[src/rtl/qspi_mem_ctrl.sv]
// -----------------------------------------------------------------------------
// qspi_mem_ctrl
//   Memory-side bridge between the FemtoRV32 core bus and a shared QSPI bus
//   with two devices: a read-only flash (region 0) and a PSRAM (region 1).
//   Each accepted core request becomes exactly one QSPI frame:
//     CMD (2 nibbles) -> ADDR (6 nibbles) -> DUMMY (reads) -> DATA (2/4/8)
//   followed by a one-cycle mem_ready pulse. Requests to other regions, and
//   writes to flash, complete on the next edge with mem_rdata = 0.
//
// Ports
//   clk, rst            single clock, asynchronous active-high reset
//   mem_addr            request address; [27:24] region, [23:0] device address
//   mem_wdata           store data (little-endian)
//   mem_write_n         2'b11 none, 00 byte, 01 half, 10 word
//   mem_read_n          same encoding; a write wins if both are asserted
//   mem_rdata           right-justified read data, held until next completion
//   mem_ready           one-cycle completion pulse
//   qspi_sck            SPI clock (clk/2 while a frame is active)
//   qspi_cs_flash_n     flash chip select
//   qspi_cs_ram_n       PSRAM chip select
//   qspi_data_out/oe    IO drive value / per-bit output enables
//   qspi_data_in        IO sampled value
// -----------------------------------------------------------------------------
module qspi_mem_ctrl #(
    parameter int         ADDR_WIDTH     = 28,
    parameter int         FLASH_DUMMY    = 4,
    parameter int         RAM_DUMMY      = 6,
    parameter logic [7:0] FLASH_READ_CMD = 8'hEB,
    parameter logic [7:0] RAM_READ_CMD   = 8'hEB,
    parameter logic [7:0] RAM_WRITE_CMD  = 8'h38
) (
    input  logic                  clk,
    input  logic                  rst,
    input  logic [ADDR_WIDTH-1:0] mem_addr,
    input  logic [31:0]           mem_wdata,
    input  logic [1:0]            mem_write_n,
    input  logic [1:0]            mem_read_n,
    output logic [31:0]           mem_rdata,
    output logic                  mem_ready,
    output logic                  qspi_sck,
    output logic                  qspi_cs_flash_n,
    output logic                  qspi_cs_ram_n,
    output logic [3:0]            qspi_data_out,
    output logic [3:0]            qspi_data_oe,
    input  logic [3:0]            qspi_data_in
);

    typedef enum logic [2:0] {
        S_IDLE,
        S_CMD,
        S_ADDR,
        S_DUMMY,
        S_DATA,
        S_SKIP,
        S_DONE
    } state_t;

    state_t      state_q, state_d;
    logic        sck_q, sck_d;
    logic        cs_flash_n_q, cs_flash_n_d;
    logic        cs_ram_n_q, cs_ram_n_d;
    logic [3:0]  data_out_q, data_out_d;
    logic [3:0]  data_oe_q, data_oe_d;
    logic        mem_ready_q, mem_ready_d;
    logic [31:0] mem_rdata_q, mem_rdata_d;
    logic [3:0]  cnt_q, cnt_d;
    logic        is_write_q, is_write_d;
    logic        is_flash_q, is_flash_d;
    logic [1:0]  size_q, size_d;
    logic [31:0] tx_q, tx_d;
    logic [31:0] wd_q, wd_d;
    logic [31:0] rx_q, rx_d;

    logic        wr_req, rd_req, req;
    logic [1:0]  req_size;
    logic [3:0]  region;
    logic [4:0]  dummy_len;
    logic [3:0]  data_last;
    logic [4:0]  rx_base;

    // Reorders the store word so that shifting right by one nibble at a time
    // emits byte 0 first and, within each byte, the high nibble first.
    function automatic logic [31:0] nibble_swap(input logic [31:0] w);
        return {w[27:24], w[31:28], w[19:16], w[23:20],
                w[11:8],  w[15:12], w[3:0],   w[7:4]};
    endfunction

    assign wr_req    = (mem_write_n != 2'b11);
    assign rd_req    = (mem_read_n != 2'b11);
    assign req       = wr_req | rd_req;
    assign req_size  = wr_req ? mem_write_n : mem_read_n;
    assign region    = mem_addr[27:24];
    assign dummy_len = is_flash_q ? 5'(FLASH_DUMMY) : 5'(RAM_DUMMY);
    assign data_last = (size_q == 2'b00) ? 4'd1 : (size_q == 2'b01) ? 4'd3 : 4'd7;
    // Received nibble k lands in byte k/2; even k is the high nibble.
    assign rx_base   = {cnt_q[2:1], ~cnt_q[0], 2'b00};

    always_comb begin
        state_d      = state_q;
        sck_d        = sck_q;
        cs_flash_n_d = cs_flash_n_q;
        cs_ram_n_d   = cs_ram_n_q;
        data_out_d   = data_out_q;
        data_oe_d    = data_oe_q;
        mem_ready_d  = 1'b0;
        mem_rdata_d  = mem_rdata_q;
        cnt_d        = cnt_q;
        is_write_d   = is_write_q;
        is_flash_d   = is_flash_q;
        size_d       = size_q;
        tx_d         = tx_q;
        wd_d         = wd_q;
        rx_d         = rx_q;

        case (state_q)
            S_IDLE: begin
                // The core still presents the finished request while
                // mem_ready is high, so it must not be taken again.
                if (!mem_ready_q && req) begin
                    is_write_d = wr_req;
                    size_d     = req_size;
                    is_flash_d = (region == 4'd0);
                    wd_d       = nibble_swap(mem_wdata);
                    rx_d       = '0;
                    cnt_d      = '0;
                    sck_d      = 1'b0;
                    if (region == 4'd0 && !wr_req) begin
                        state_d      = S_CMD;
                        cs_flash_n_d = 1'b0;
                        data_oe_d    = 4'hF;
                        tx_d         = {FLASH_READ_CMD, mem_addr[23:0]};
                        data_out_d   = tx_d[31:28];
                    end else if (region == 4'd1) begin
                        state_d    = S_CMD;
                        cs_ram_n_d = 1'b0;
                        data_oe_d  = 4'hF;
                        tx_d       = {(wr_req ? RAM_WRITE_CMD : RAM_READ_CMD), mem_addr[23:0]};
                        data_out_d = tx_d[31:28];
                    end else begin
                        state_d = S_SKIP;
                    end
                end
            end

            // In every frame state sck toggles each clk; work happens on the
            // edge that ends the high phase (sck_q == 1), which also starts
            // the next low phase where data_out may change.
            S_CMD: begin
                sck_d = ~sck_q;
                if (sck_q) begin
                    tx_d       = tx_q << 4;
                    data_out_d = tx_q[27:24];
                    cnt_d      = cnt_q + 4'd1;
                    if (cnt_q == 4'd1) begin
                        state_d = S_ADDR;
                        cnt_d   = '0;
                    end
                end
            end

            S_ADDR: begin
                sck_d = ~sck_q;
                if (sck_q) begin
                    tx_d       = tx_q << 4;
                    data_out_d = tx_q[27:24];
                    cnt_d      = cnt_q + 4'd1;
                    if (cnt_q == 4'd5) begin
                        cnt_d = '0;
                        if (is_write_q) begin
                            state_d    = S_DATA;
                            data_out_d = wd_q[3:0];
                        end else begin
                            data_oe_d  = 4'h0;
                            data_out_d = 4'h0;
                            state_d    = (dummy_len == 5'd0) ? S_DATA : S_DUMMY;
                        end
                    end
                end
            end

            S_DUMMY: begin
                sck_d = ~sck_q;
                if (sck_q) begin
                    cnt_d = cnt_q + 4'd1;
                    if ({1'b0, cnt_q} == dummy_len - 5'd1) begin
                        cnt_d   = '0;
                        state_d = S_DATA;
                    end
                end
            end

            S_DATA: begin
                sck_d = ~sck_q;
                if (sck_q) begin
                    cnt_d = cnt_q + 4'd1;
                    if (is_write_q) begin
                        wd_d       = wd_q >> 4;
                        data_out_d = wd_q[7:4];
                    end else begin
                        rx_d[rx_base +: 4] = qspi_data_in;
                    end
                    if (cnt_q == data_last) begin
                        state_d      = S_DONE;
                        cs_flash_n_d = 1'b1;
                        cs_ram_n_d   = 1'b1;
                        sck_d        = 1'b0;
                        data_oe_d    = 4'h0;
                        data_out_d   = 4'h0;
                        mem_ready_d  = 1'b1;
                        mem_rdata_d  = rx_d;
                    end
                end
            end

            // Unmapped region or flash write: complete without touching the bus.
            S_SKIP: begin
                state_d     = S_DONE;
                mem_ready_d = 1'b1;
                mem_rdata_d = '0;
            end

            S_DONE: begin
                state_d = S_IDLE;
            end

            default: begin
                state_d = S_IDLE;
            end
        endcase
    end

    always_ff @(posedge clk or posedge rst) begin
        if (rst) begin
            state_q      <= S_IDLE;
            sck_q        <= 1'b0;
            cs_flash_n_q <= 1'b1;
            cs_ram_n_q   <= 1'b1;
            data_out_q   <= 4'h0;
            data_oe_q    <= 4'h0;
            mem_ready_q  <= 1'b0;
            mem_rdata_q  <= '0;
            cnt_q        <= '0;
            is_write_q   <= 1'b0;
            is_flash_q   <= 1'b0;
            size_q       <= 2'b00;
        end else begin
            state_q      <= state_d;
            sck_q        <= sck_d;
            cs_flash_n_q <= cs_flash_n_d;
            cs_ram_n_q   <= cs_ram_n_d;
            data_out_q   <= data_out_d;
            data_oe_q    <= data_oe_d;
            mem_ready_q  <= mem_ready_d;
            mem_rdata_q  <= mem_rdata_d;
            cnt_q        <= cnt_d;
            is_write_q   <= is_write_d;
            is_flash_q   <= is_flash_d;
            size_q       <= size_d;
        end
    end

    // Shift registers carry data only; they are always reloaded on acceptance.
    always_ff @(posedge clk) begin
        tx_q <= tx_d;
        wd_q <= wd_d;
        rx_q <= rx_d;
    end

    assign mem_rdata       = mem_rdata_q;
    assign mem_ready       = mem_ready_q;
    assign qspi_sck        = sck_q;
    assign qspi_cs_flash_n = cs_flash_n_q;
    assign qspi_cs_ram_n   = cs_ram_n_q;
    assign qspi_data_out   = data_out_q;
    assign qspi_data_oe    = data_oe_q;

endmodule

[config.mk]
export PLATFORM = sky130hd
export DESIGN_NAME = qspi_mem_ctrl
export DESIGN_NICKNAME = d
export VERILOG_FILES = /design/src/rtl/qspi_mem_ctrl.sv
export SDC_FILE = /design/constraint.sdc
export NUM_CORES = 1
export LEC_CHECK = 0
export CORE_MARGIN = 1
export CORE_UTILIZATION = 47
export CTS_CLUSTER_SIZE = 16
export DETAILED_ROUTE_END_ITERATION = 8
export HOLD_SLACK_MARGIN = 0.12
export PLACE_DENSITY = 0.76
export SYNTH_ARGS = -nofsm -noshare
export SYNTH_HDL_FRONTEND = slang
export SYNTH_SLANG_ARGS = --single-unit
[constraint.sdc]
create_clock -name clk -period 4.2 [get_ports clk]
set_clock_uncertainty 0.2 [all_clocks]
set_input_delay 1.26 -clock clk [delete_from_list [all_inputs] [get_ports clk]]
set_output_delay 1.26 -clock clk [all_outputs]
set_load 0.1 [all_outputs]
==> run summary <==
The flow ran to the end, and the final reports show no timing, DRC or antenna violations. For this design, the slowest cell found on the critical path is clkdlybuf4s50_1. Counting every instance in the synthesized netlist gives 562. The tools report the number of instances resized during post-cts repair as 0.

The tools report the final-stage net count as 736. Top cell type by total area after synthesis: edfxtp_1. The number of enable flip-flop cells after synthesis was 92; the total wirelength of the detailed-routed design was 14500 um. Yosys mapped the design onto 62 distinct sky130hd cell types. 0 antenna diodes ended up in the layout. The die covers 0.0147 mm^2. Transition at the pin with the smallest max-transition slack: 1.36 ns.

The synthesized design contains 144 register bits. Counting instances in the post-synthesis netlist gives the leading cell types as nand2_1, edfxtp_1, dfrtp_1. Of the available clock period, the critical path in the final layout requires 80.3%. TritonCTS sink count: 144.

For this design, the CTS-stage hold fixing added 0 buffers. Of all nets on the critical path, the largest fanout is 2. The clock-pin slew reported for the worst setup and hold paths after clock tree synthesis was 0.05 ns. Summing all placed instances gives a cell area of 0.00781 mm^2. In this run the remaining antenna-violating nets after routing total 0. The most instantiated library cell after synthesis is nand2_1. The number of endpoints failing setup at the final stage was 0; the top-area cell type share of the netlist area was 41.3%. The source of the worst hold timing path is mem_rdata[22]. The critical path goes through clkdlybuf4s50_1. The number of buffer and inverter instances along the worst setup path was 1; the number of DRC markers in iteration 0 was 425. For this run, the number of standard cells in the final layout without fillers is 855. The routed layout has 4668 vias.

Among cell families on the critical path, the largest total delay comes from buffers and inverters. The clock tree synthesis step divided the H-tree into 4 levels. The clock root buffer master is clkbuf_16. The first global-routing pass estimated 23700 um of wire. The top-level I/O count is 114. Once the clock tree was built, the setup fixing pass inserted 0 buffers. The run gives 4733 as the number of global-route vias before repair. The area of the mapped netlist was 0.00669 mm^2. For this design the static power due to leakage is 3.33 nW. The mean area per synthesized cell is 11.9 um^2, and the proportion of synthesized flip-flops having asynchronous set or reset is 36.1%. In this run the critical register-to-register path is launched from cnt_q[1]. From left edge to right edge, the die measures 121 um.

Global routing consumed, over all layers together, 21.2% of the routing resources. The routability congestion estimate from global placement is 0.824, and the final number of max-transition violations is 0. The number of clock buffers added by TritonCTS is 17.

The tools report the global route total overflow as 0. OpenSTA, run right after detailed placement, puts the worst setup slack at 0.631 ns. Yosys attributes the largest share of cell area to edfxtp_1, dfrtp_1, nand2_1. The path depth of the worst reg2reg path came out at 7. Timing would allow up to 296 MHz. The worst hold path stage count came out at 1. Entering global routing, the biggest net connects 38 pins. For the worst-skew pair, the clock arrives at the later sink with an insertion delay of 0.41 ns.

The tools report the launching element type of the critical path as a flop. The number of warnings reported in the yosys synthesis log was 0; the max-capacitance violation count was 0. The path type of the worst setup path was reg2out. For the final routed database, the setup TNS stands at 0 ns. No sink is reached through more buffers than the 2 on the longest clock path.

Using the TritonRoute via totals, the vias-per-cell ratio works out to 5.46. The worst path in the final design needs a cycle of 3.37 ns, including I/O delays and setup. The fill cell total of the finished layout is 1127. Setup repair after global routing left no endpoint under its margin. Of the cells placed in the final design, the portion with a size suffix greater than 1 is 15.9%.

In the routed design, unresolved DRC markers number 0. The count of cell instances traversed by the critical path works out to 1. Of the synthesized area, sequential elements account for 60.8%. Critical path endpoint category: a primary output. TritonCTS built the clock tree. During placement, the flow inserted port buffers numbering 113. The tools report the length of the first detailed-routing pass in iterations as 4. The start point of the critical path is mem_rdata[16]. The number of nets in the synthesized netlist is 636. After detailed routing, the average wire length per cell comes to 17.0 um. The largest single stage delay on the critical path is 1.14 ns.

The core region is 0.0139 mm^2. The logs give 0 for the number of hold violations in the final report and 0.650 mV for the highest ir drop seen on vdd. STA puts the critical path data arrival time at 1.91 ns. The post-route cell area came out at 0.00831 mm^2. The worst path meets setup with 0.827 ns of slack.

The tools report the number of antenna violations at the first check in global routing as 0. Once detailed placement completed, the half-perimeter wirelength came to 9900 um. The starting utilization of the core area is 48.2%. Measured against its own limit, the worst slew margin works out to 9.23%.

The floorplan step set the die height to 121 um. The number of placed instances, taps included, is 823. In this run the core area contains 43 standard-cell rows. For the required time of the critical path, the log shows 2.74 ns. Relative area change from synthesis to final layout: 24.2%.

The min-delay analysis places its worst path in the category reg2reg. Dividing total power by cell area gives a power density of 891 mW/mm^2. In the synthesized netlist the dominant register cell turns out to be edfxtp_1.
-- path summary, 6_finish.rpt --
| kind | endpoint | slack, ns |
|---|---|---|
| max | mem_rdata[16] | 0.83 |
| min | mem_rdata[22] | 0.29 |
| max reg2reg | rx_q[25] | 1.34 |
| min reg2reg | mem_rdata[22] | 0.29 |
| max in group asynchronous | mem_rdata[21] | 2.04 |
| min in group asynchronous | mem_rdata[6] | 1.09 |
-- through the flow --
stage               hold WS, ns  power, mW  util [%]
floorplan                 0.267       5.36         -
global placement          0.272       6.02      56.3
detailed placement        0.273       6.13      56.3
CTS                       0.291       7.43      59.8
global route              0.300       7.78      59.8
finish                    0.287       7.40      59.8
-- registers in the layout, indices dropped and copies added (netlist names) --
name	flops
state_q	3
qspi_sck	1
cnt_q	4
qspi_cs_flash_n	1
qspi_data_oe	1
wd_q	32
mem_ready	1
qspi_data_out	4
qspi_cs_ram_n	1
is_flash_q	1
tx_q	28
mem_rdata	32
is_write_q	1
size_q	2
rx_q	32
-- power by group --
group / total [mW] / internal, mW / leakage (nW) / switching, mW
logic: 3.44 / 0.971 / 1.54 / 2.47
registers: 2.68 / 2.32 / 1.55 / 0.352
clock network: 1.28 / 0.743 / 0.240 / 0.541
-- routing by layer --
| metal | routed length (um) | share of wire (%) | global-route usage (%) | vias up |
|---|---|---|---|---|
| li1 | - | - | - | 2219 |
| met1 | 6180 | 42 | 27.2 | 2310 |
| met2 | 7470 | 51 | 35.4 | 122 |
| met3 | 670 | 4.6 | 4.09 | 17 |
| met4 | 228 | 1.6 | 8.10 | 0 |
| met5 | 0 | 0 | 0 | - |
-- layout by cell type, fill, tap and decap left out, types with 6 or more instances in the layout --
cell type / count
clkbuf_1: 6
clkbuf_16: 17
clkdlybuf4s50_1: 78
o21ai_0: 21
nor2_1: 48
edfxtp_1: 92
buf_4: 44
o2bb2ai_1: 32
dfrtp_1: 50
and2_1: 6
mux2i_1: 33
mux2_2: 22
nor2b_1: 7
nand2_1: 105
inv_1: 14
-- layout make-up --
type	instances	area [um^2]	share of cell area [%]
flip-flops and latches	144	4070	49.0
multi-input cells	362	2350	28.3
repair buffers	122	1110	13.4
clock buffers	23	448	5.39
well taps	180	225	2.71
inverters	15	56.3	0.678
clock inverters	9	47.5	0.572
-- cells by family after synthesis --
group	Yosys count	share of synthesized area, %
mux	55	8.65
compound gates	96	11.1
flops	144	60.8
buf+inv	56	4.23
simple gates	204	14.1
xor+xnor	3	0.393
fa+ha+maj	4	0.749
Note: power is estimated with default switching activity, not from simulation.
